**config.mk**
```make
export PLATFORM = sky130hd
export DESIGN_NAME = hazard_unit_flat
export DESIGN_NICKNAME = d
export VERILOG_FILES = /design/src/rtl/hazard_unit_if.sv /design/src/rtl/hazard_unit.sv /design/src/flat_wrapper.sv
export SDC_FILE = /design/constraint.sdc
export NUM_CORES = 1
export LEC_CHECK = 0
export ABC_AREA = 1
export BUFFER_PORTS_ARGS = -buffer_cell sky130_fd_sc_hd__clkbuf_2
export CAP_MARGIN = 10
export CORE_UTILIZATION = 35
export DETAILED_ROUTE_END_ITERATION = 8
export PLACE_DENSITY = 0.6
export SKIP_CTS_REPAIR_TIMING = 1
export SYNTH_ARGS = -nofsm -noshare
export SYNTH_HDL_FRONTEND = slang
export SYNTH_SLANG_ARGS = --single-unit
```
**constraint.sdc**
```tcl
create_clock -name clk -period 1.65 [get_ports clk]
set_clock_uncertainty 0.1 [all_clocks]
set_input_delay 0.0825 -clock clk [delete_from_list [all_inputs] [get_ports clk]]
set_output_delay 0.0825 -clock clk [all_outputs]
set_load 0.03 [all_outputs]
```
**src/rtl/hazard_unit_if.sv**
```systemverilog
// Hazard-unit bundle: pipeline register indices and controls in,
// forwarding selects and stall/flush controls out.
interface hazard_unit_if;
  logic [4:0] Rs1D;
  logic [4:0] Rs2D;
  logic [4:0] Rs1E;
  logic [4:0] Rs2E;
  logic [4:0] RdE;
  logic [1:0] ResultSrcE;
  logic [1:0] PCSrcE;
  logic [4:0] RdM;
  logic       RegWriteM;
  logic       MemReqM;
  logic       MemReadyM;
  logic [4:0] RdW;
  logic       RegWriteW;
  logic [1:0] ForwardAE;
  logic [1:0] ForwardBE;
  logic       StallF;
  logic       StallD;
  logic       StallE;
  logic       StallM;
  logic       FlushD;
  logic       FlushE;
  logic       FlushW;
  logic       MemErr;

  modport master (
    output Rs1D, Rs2D, Rs1E, Rs2E, RdE, ResultSrcE, PCSrcE,
    output RdM, RegWriteM, MemReqM, MemReadyM, RdW, RegWriteW,
    input  ForwardAE, ForwardBE, StallF, StallD, StallE, StallM,
    input  FlushD, FlushE, FlushW, MemErr
  );

  modport slave (
    input  Rs1D, Rs2D, Rs1E, Rs2E, RdE, ResultSrcE, PCSrcE,
    input  RdM, RegWriteM, MemReqM, MemReadyM, RdW, RegWriteW,
    output ForwardAE, ForwardBE, StallF, StallD, StallE, StallM,
    output FlushD, FlushE, FlushW, MemErr
  );
endinterface

```
**src/rtl/hazard_unit.sv**
```systemverilog
// Hazard controller for the 5-stage RV32I core: forwarding, stall/flush,
// memory-wait FSM with timeout. HAZARD_PERF_EN adds stall/flush counters.
module hazard_unit #(
  parameter int MEM_TIMEOUT = 64,
  parameter int CNT_W       = 7
) (
  input  logic         clk,
  input  logic         rst,
  hazard_unit_if.slave hz
`ifdef HAZARD_PERF_EN
  ,
  output logic [31:0]  StallCycles,
  output logic [31:0]  FlushCount
`endif
);

  typedef enum logic [1:0] {
    S_RUN,
    S_WAIT,
    S_ERR
  } state_e;

  localparam logic [CNT_W-1:0] CNT_LAST = CNT_W'(MEM_TIMEOUT - 1);
  localparam logic [CNT_W-1:0] CNT_ONE  = CNT_W'(1);

  state_e           state_q, state_d;
  logic [CNT_W-1:0] cnt_q, cnt_d;

  logic [1:0] fwd_a, fwd_b;
  logic       lu, rd, ms;

  always_ff @(posedge clk or posedge rst) begin
    if (rst) begin
      state_q <= S_RUN;
      cnt_q   <= '0;
    end else begin
      state_q <= state_d;
      cnt_q   <= cnt_d;
    end
  end

  always_comb begin
    state_d = state_q;
    cnt_d   = cnt_q;
    unique case (state_q)
      S_RUN: begin
        if (hz.MemReqM && !hz.MemReadyM) begin
          state_d = S_WAIT;
          cnt_d   = CNT_ONE;
        end
      end
      S_WAIT: begin
        if (hz.MemReadyM) begin
          state_d = S_RUN;
          cnt_d   = '0;
        end else if (cnt_q == CNT_LAST) begin
          state_d = S_ERR;
        end else begin
          cnt_d = cnt_q + CNT_ONE;
        end
      end
      S_ERR: begin
        state_d = S_ERR;
      end
      default: begin
        state_d = S_RUN;
        cnt_d   = '0;
      end
    endcase
  end

  // M-stage result is younger than W, so it wins when both match
  always_comb begin
    fwd_a = 2'b00;
    if (hz.RegWriteM && hz.RdM != 5'd0 && hz.RdM == hz.Rs1E)
      fwd_a = 2'b10;
    else if (hz.RegWriteW && hz.RdW != 5'd0 && hz.RdW == hz.Rs1E)
      fwd_a = 2'b01;
    fwd_b = 2'b00;
    if (hz.RegWriteM && hz.RdM != 5'd0 && hz.RdM == hz.Rs2E)
      fwd_b = 2'b10;
    else if (hz.RegWriteW && hz.RdW != 5'd0 && hz.RdW == hz.Rs2E)
      fwd_b = 2'b01;
  end

  always_comb begin
    lu = (hz.ResultSrcE == 2'b01) && (hz.RdE != 5'd0)
         && (hz.RdE == hz.Rs1D || hz.RdE == hz.Rs2D);
    rd = (hz.PCSrcE != 2'b00);
    ms = (state_q == S_RUN && hz.MemReqM && !hz.MemReadyM)
         || (state_q == S_WAIT && !hz.MemReadyM)
         || (state_q == S_ERR);
  end

  // A frozen E stage hides load-use and redirect until the stall ends
  always_comb begin
    hz.ForwardAE = fwd_a;
    hz.ForwardBE = fwd_b;
    hz.StallF    = 1'b0;
    hz.StallD    = 1'b0;
    hz.StallE    = 1'b0;
    hz.StallM    = 1'b0;
    hz.FlushD    = 1'b0;
    hz.FlushE    = 1'b0;
    hz.FlushW    = 1'b0;
    hz.MemErr    = (state_q == S_ERR);
    if (rst) begin
      hz.ForwardAE = 2'b00;
      hz.ForwardBE = 2'b00;
      hz.FlushD    = 1'b1;
      hz.FlushE    = 1'b1;
      hz.FlushW    = 1'b1;
      hz.MemErr    = 1'b0;
    end else if (ms) begin
      hz.StallF = 1'b1;
      hz.StallD = 1'b1;
      hz.StallE = 1'b1;
      hz.StallM = 1'b1;
      hz.FlushW = 1'b1;
    end else begin
      hz.StallF = lu;
      hz.StallD = lu;
      hz.FlushD = rd;
      hz.FlushE = lu || rd;
    end
  end

`ifdef HAZARD_PERF_EN
  logic [31:0] stall_cnt_q, stall_cnt_d;
  logic [31:0] flush_cnt_q, flush_cnt_d;

  always_ff @(posedge clk or posedge rst) begin
    if (rst) begin
      stall_cnt_q <= '0;
      flush_cnt_q <= '0;
    end else begin
      stall_cnt_q <= stall_cnt_d;
      flush_cnt_q <= flush_cnt_d;
    end
  end

  always_comb begin
    stall_cnt_d = stall_cnt_q;
    flush_cnt_d = flush_cnt_q;
    if (hz.StallF)
      stall_cnt_d = stall_cnt_q + 32'd1;
    if (hz.FlushE && !ms)
      flush_cnt_d = flush_cnt_q + 32'd1;
  end

  assign StallCycles = stall_cnt_q;
  assign FlushCount  = flush_cnt_q;
`endif

endmodule

```
**src/flat_wrapper.sv**
```systemverilog
// flat-port wrapper written by rule: the top's interface ports become plain ports
module hazard_unit_flat 
#(
  parameter int MEM_TIMEOUT = 64,
  parameter int CNT_W       = 7
)
  (clk, rst, hz_Rs1D, hz_Rs2D, hz_Rs1E, hz_Rs2E, hz_RdE, hz_ResultSrcE, hz_PCSrcE, hz_RdM, hz_RegWriteM, hz_MemReqM, hz_MemReadyM, hz_RdW, hz_RegWriteW, hz_ForwardAE, hz_ForwardBE, hz_StallF, hz_StallD, hz_StallE, hz_StallM, hz_FlushD, hz_FlushE, hz_FlushW, hz_MemErr);
  hazard_unit_if hz_i ();
  input  logic clk;
  input  logic rst;
  input wire logic [$bits(hz_i.Rs1D)-1:0] hz_Rs1D;
  input wire logic [$bits(hz_i.Rs2D)-1:0] hz_Rs2D;
  input wire logic [$bits(hz_i.Rs1E)-1:0] hz_Rs1E;
  input wire logic [$bits(hz_i.Rs2E)-1:0] hz_Rs2E;
  input wire logic [$bits(hz_i.RdE)-1:0] hz_RdE;
  input wire logic [$bits(hz_i.ResultSrcE)-1:0] hz_ResultSrcE;
  input wire logic [$bits(hz_i.PCSrcE)-1:0] hz_PCSrcE;
  input wire logic [$bits(hz_i.RdM)-1:0] hz_RdM;
  input wire logic [$bits(hz_i.RegWriteM)-1:0] hz_RegWriteM;
  input wire logic [$bits(hz_i.MemReqM)-1:0] hz_MemReqM;
  input wire logic [$bits(hz_i.MemReadyM)-1:0] hz_MemReadyM;
  input wire logic [$bits(hz_i.RdW)-1:0] hz_RdW;
  input wire logic [$bits(hz_i.RegWriteW)-1:0] hz_RegWriteW;
  output wire logic [$bits(hz_i.ForwardAE)-1:0] hz_ForwardAE;
  output wire logic [$bits(hz_i.ForwardBE)-1:0] hz_ForwardBE;
  output wire logic [$bits(hz_i.StallF)-1:0] hz_StallF;
  output wire logic [$bits(hz_i.StallD)-1:0] hz_StallD;
  output wire logic [$bits(hz_i.StallE)-1:0] hz_StallE;
  output wire logic [$bits(hz_i.StallM)-1:0] hz_StallM;
  output wire logic [$bits(hz_i.FlushD)-1:0] hz_FlushD;
  output wire logic [$bits(hz_i.FlushE)-1:0] hz_FlushE;
  output wire logic [$bits(hz_i.FlushW)-1:0] hz_FlushW;
  output wire logic [$bits(hz_i.MemErr)-1:0] hz_MemErr;
  assign hz_i.Rs1D = hz_Rs1D;
  assign hz_i.Rs2D = hz_Rs2D;
  assign hz_i.Rs1E = hz_Rs1E;
  assign hz_i.Rs2E = hz_Rs2E;
  assign hz_i.RdE = hz_RdE;
  assign hz_i.ResultSrcE = hz_ResultSrcE;
  assign hz_i.PCSrcE = hz_PCSrcE;
  assign hz_i.RdM = hz_RdM;
  assign hz_i.RegWriteM = hz_RegWriteM;
  assign hz_i.MemReqM = hz_MemReqM;
  assign hz_i.MemReadyM = hz_MemReadyM;
  assign hz_i.RdW = hz_RdW;
  assign hz_i.RegWriteW = hz_RegWriteW;
  assign hz_ForwardAE = hz_i.ForwardAE;
  assign hz_ForwardBE = hz_i.ForwardBE;
  assign hz_StallF = hz_i.StallF;
  assign hz_StallD = hz_i.StallD;
  assign hz_StallE = hz_i.StallE;
  assign hz_StallM = hz_i.StallM;
  assign hz_FlushD = hz_i.FlushD;
  assign hz_FlushE = hz_i.FlushE;
  assign hz_FlushW = hz_i.FlushW;
  assign hz_MemErr = hz_i.MemErr;
  hazard_unit #(.MEM_TIMEOUT(MEM_TIMEOUT), .CNT_W(CNT_W)) u_core (.clk(clk), .rst(rst), .hz(hz_i));
endmodule
```
==> run metrics <==
FFs w/ async S/R, synth 1.00; syn_nets 236; routed vias/inst about 4.4; RSZ-0062 raised after global routing yes; Area contributors post-synth dfrtp_1 (20%), nand2_1 (18%), xnor2_1 (14%); worst slew pin tran roughly 0.24 ns; largest fanout on the critical path 3; Final Max Tran Viols 0; critical-path cell list buf_4 -> nor2_4 -> nand2_2 -> nand2_2 -> nor2_4 -> inv_2 -> nand2_2 -> nand2_1 -> buf_4; largest net degree at the start of global routing 10; Post-synth EDFFs 0; DR DRC count 0; cell count after synthesis 190; family with the most delay on the worst path simple AND/OR/NAND/NOR gates; CTS H-tree lvls 1; WP data required about 1.5 ns; Internal Power around 740 uW; Die Wd around 59 um; CTS Sinks 9; Setup crit end kind output port; register area around 230 um2; PwrDens around 850 mW/mm2; worst min path class input port to flip-flop; Comb pwr share 0.662; Routed WL between 2 and 3 mm; setup ws final -0.0425 ns; Placed Area between 0.001 and 0.0015 mm2; Net Sw Frac 0.467; most frequent CP cell nand2_2; HPWL after detailed placement around 2.4 mm; Inst Count DP 290; Hold Vio Cnt, Final 0; Vias roughly 1300; switching power about 650 uW; Final Cell Area 0.00162 mm2; Core Rows 20; initial antenna violation count 0; Overflow after GRT 0; CTS buffer count 3; CTS Buffer Depth 2; number of fill cells 337; slowest stage delay, CP 0.42 ns; fin crit share 1.03; vias in the first global route roughly 1200; slowest stage cell, crit path dfrtp_2; Clock Latency Late Sink between 0.2 and 0.3 ns; Worst-path clk slew approximately 0.06 ns; clock share of power 0.128; Total Die Area between 0.003 and 0.004 mm2; synth unique cells 23; Layout Cells excl Fill slightly above 300; number of port buffers 56; crit path buf inv count 3; outcome complete, but fails checks; Ys Warns 0; gpl congestion just under 0.8; Worst EP arrival 1.51 ns; io pins 57; CTS tree yes; router iterations before antenna repair 4; Yosys top cell by area dfrtp_1; critical path launch point type flip-flop; sequential share of the synthesized area 0.195; CORE AREA 0.00310 mm2; failing checks negative setup slack; Starting Density 0.372; LEAKAGE ~0.00092 uW; Setup CP Type flip-flop to output port; Max-slew headroom 0.836; wire length of the first global-routing pass about 4.4 mm; Multi-input gate area just under 800 um2; Layout Nets approximately 310; Max-cap violations 0; diode count 0; final setup fails 6; Die Height 59.4 um; Synth top area share 0.195; final core occ 0.523; min Tclk post-route 1.69 ns; Max VDD drop between 0.2 and 0.3 mV; Yosys reg bits 9; Syn Std Cell Area ~0.0012 mm2; share of total power in sequential cells 0.210; ANT nets after route 0; fmax approximately 0.6 GHz; CTS root buf clkbuf_4; area grow syn2layout 40.5%; DR iter-0 viols 33; GRT Util Overall 0.163; syn_area_per_cell 6.08 um2; Routed wire per std cell 9.26 um; share of post-route cells with drive strength above 1 0.337; Primary FF master, synth dfrtp_1
[worst register-to-register path: cells and delay by family (launching register included)]
| family | cells | cell delay, ns |
|---|---|---|
| flops | 1 | 0.38 |
| simple gates | 6 | 0.56 |
| buf+inv | 1 | 0.07 |
| fa+ha+maj | 1 | 0.20 |
| compound gates | 1 | 0.07 |
[power by group through the flow]
stage               Clock [uW]  Combinational (uW)  Sequential [uW]
detailed placement           0                 746              302
global route               196                 998              295
finish                     177                 918              292
global placement             0                 743              302
floorplan                    0                 537              304
CTS                        186                 747              300
[path summary, 6_finish.rpt]
kind / cells past startpoint / end / slack [ns] / start
min in group asynchronous: 4 / u_core.cnt_q[0] / 0.42 / rst
max in group asynchronous: 4 / u_core.state_q[1] / 0.37 / rst
min: 4 / u_core.cnt_q[5] / 0.02 / hz_MemReadyM
max reg2reg: 9 / u_core.cnt_q[1] / 0.21 / u_core.cnt_q[1]
max: 9 / hz_StallD / -0.04 / u_core.state_q[1]
min reg2reg: 2 / u_core.cnt_q[6] / 0.41 / u_core.cnt_q[6]
[placed cells by master, fill, tap and decap left out, drive strengths merged, types with 2 or more instances in the layout]
cell type	Yosys	layout
nand2	62	62
clkbuf	0	56
inv	33	33
nor2	25	25
xnor2	19	19
nand3	15	15
buf	2	12
dfrtp	9	9
o21ai	8	8
nand4	4	4
xor2	3	3
nor3	3	3
nor4	2	2
dlygate4sd3	0	2
a21oi	2	2
[final cells by class]
class | count | area share
clock buffers | 4 | 0.0162
repair buffers | 66 | 0.244
multi-input cells | 146 | 0.490
flip-flops and latches | 9 | 0.140
well taps | 44 | 0.0339
inverters | 33 | 0.0763
[flip-flops by register name (all words and copies together), names as in the netlist]
signal and flops:
u_core.state_q 2, u_core.cnt_q 7
[metrics by stage]
| step | worst slack, ns | hold WS (ns) | setup TNS, ns | total power [uW] |
|---|---|---|---|---|
| 5_1_grt | -0.120 | 0.0207 | -0.610 | 1490 |
| 4_1_cts | -0.129 | -0.291 | -0.709 | 1230 |
| 3_5_place_dp | 0.172 | 0.000296 | 0 | 1050 |
| 2_1_floorplan | 0.0341 | -0.149 | 0 | 841 |
| 6_report | -0.0425 | 0.0185 | -0.202 | 1390 |
| 3_3_place_gp | 0.184 | -0.000673 | 0 | 1050 |
[Yosys cell counts, types with 2 or more instances]
library cell / number
nand2_4: 2
dfrtp_1: 9
nand4_1: 4
inv_1: 30
buf_4: 2
inv_2: 3
xor2_1: 3
nor3_1: 3
nand2_2: 6
o21ai_1: 3
o21ai_0: 4
nand2_1: 54
nor4_1: 2
nor2_4: 3
nand3_1: 15
xnor2_1: 19
nor2_1: 22
[cell families after synthesis]
| logic type | synth area share |
|---|---|
| AOI/OAI and AO/OA | 0.0563 |
| adders and majority gates | 0.0108 |
| xor gates and xnor gates | 0.167 |
| DFF | 0.195 |
| and+or+nand+nor | 0.451 |
| buffers and inverters | 0.120 |
[layer usage]
metal  global-route usage  up-vias  part of all wire
met2                0.305       41              0.48
met3               0.0284        2             0.048
met5                    0        -                 0
met4               0.0408        0            0.0050
met1                0.189      555              0.46
li1                     -      721                 -
Note: power is estimated with default switching activity, not from simulation.
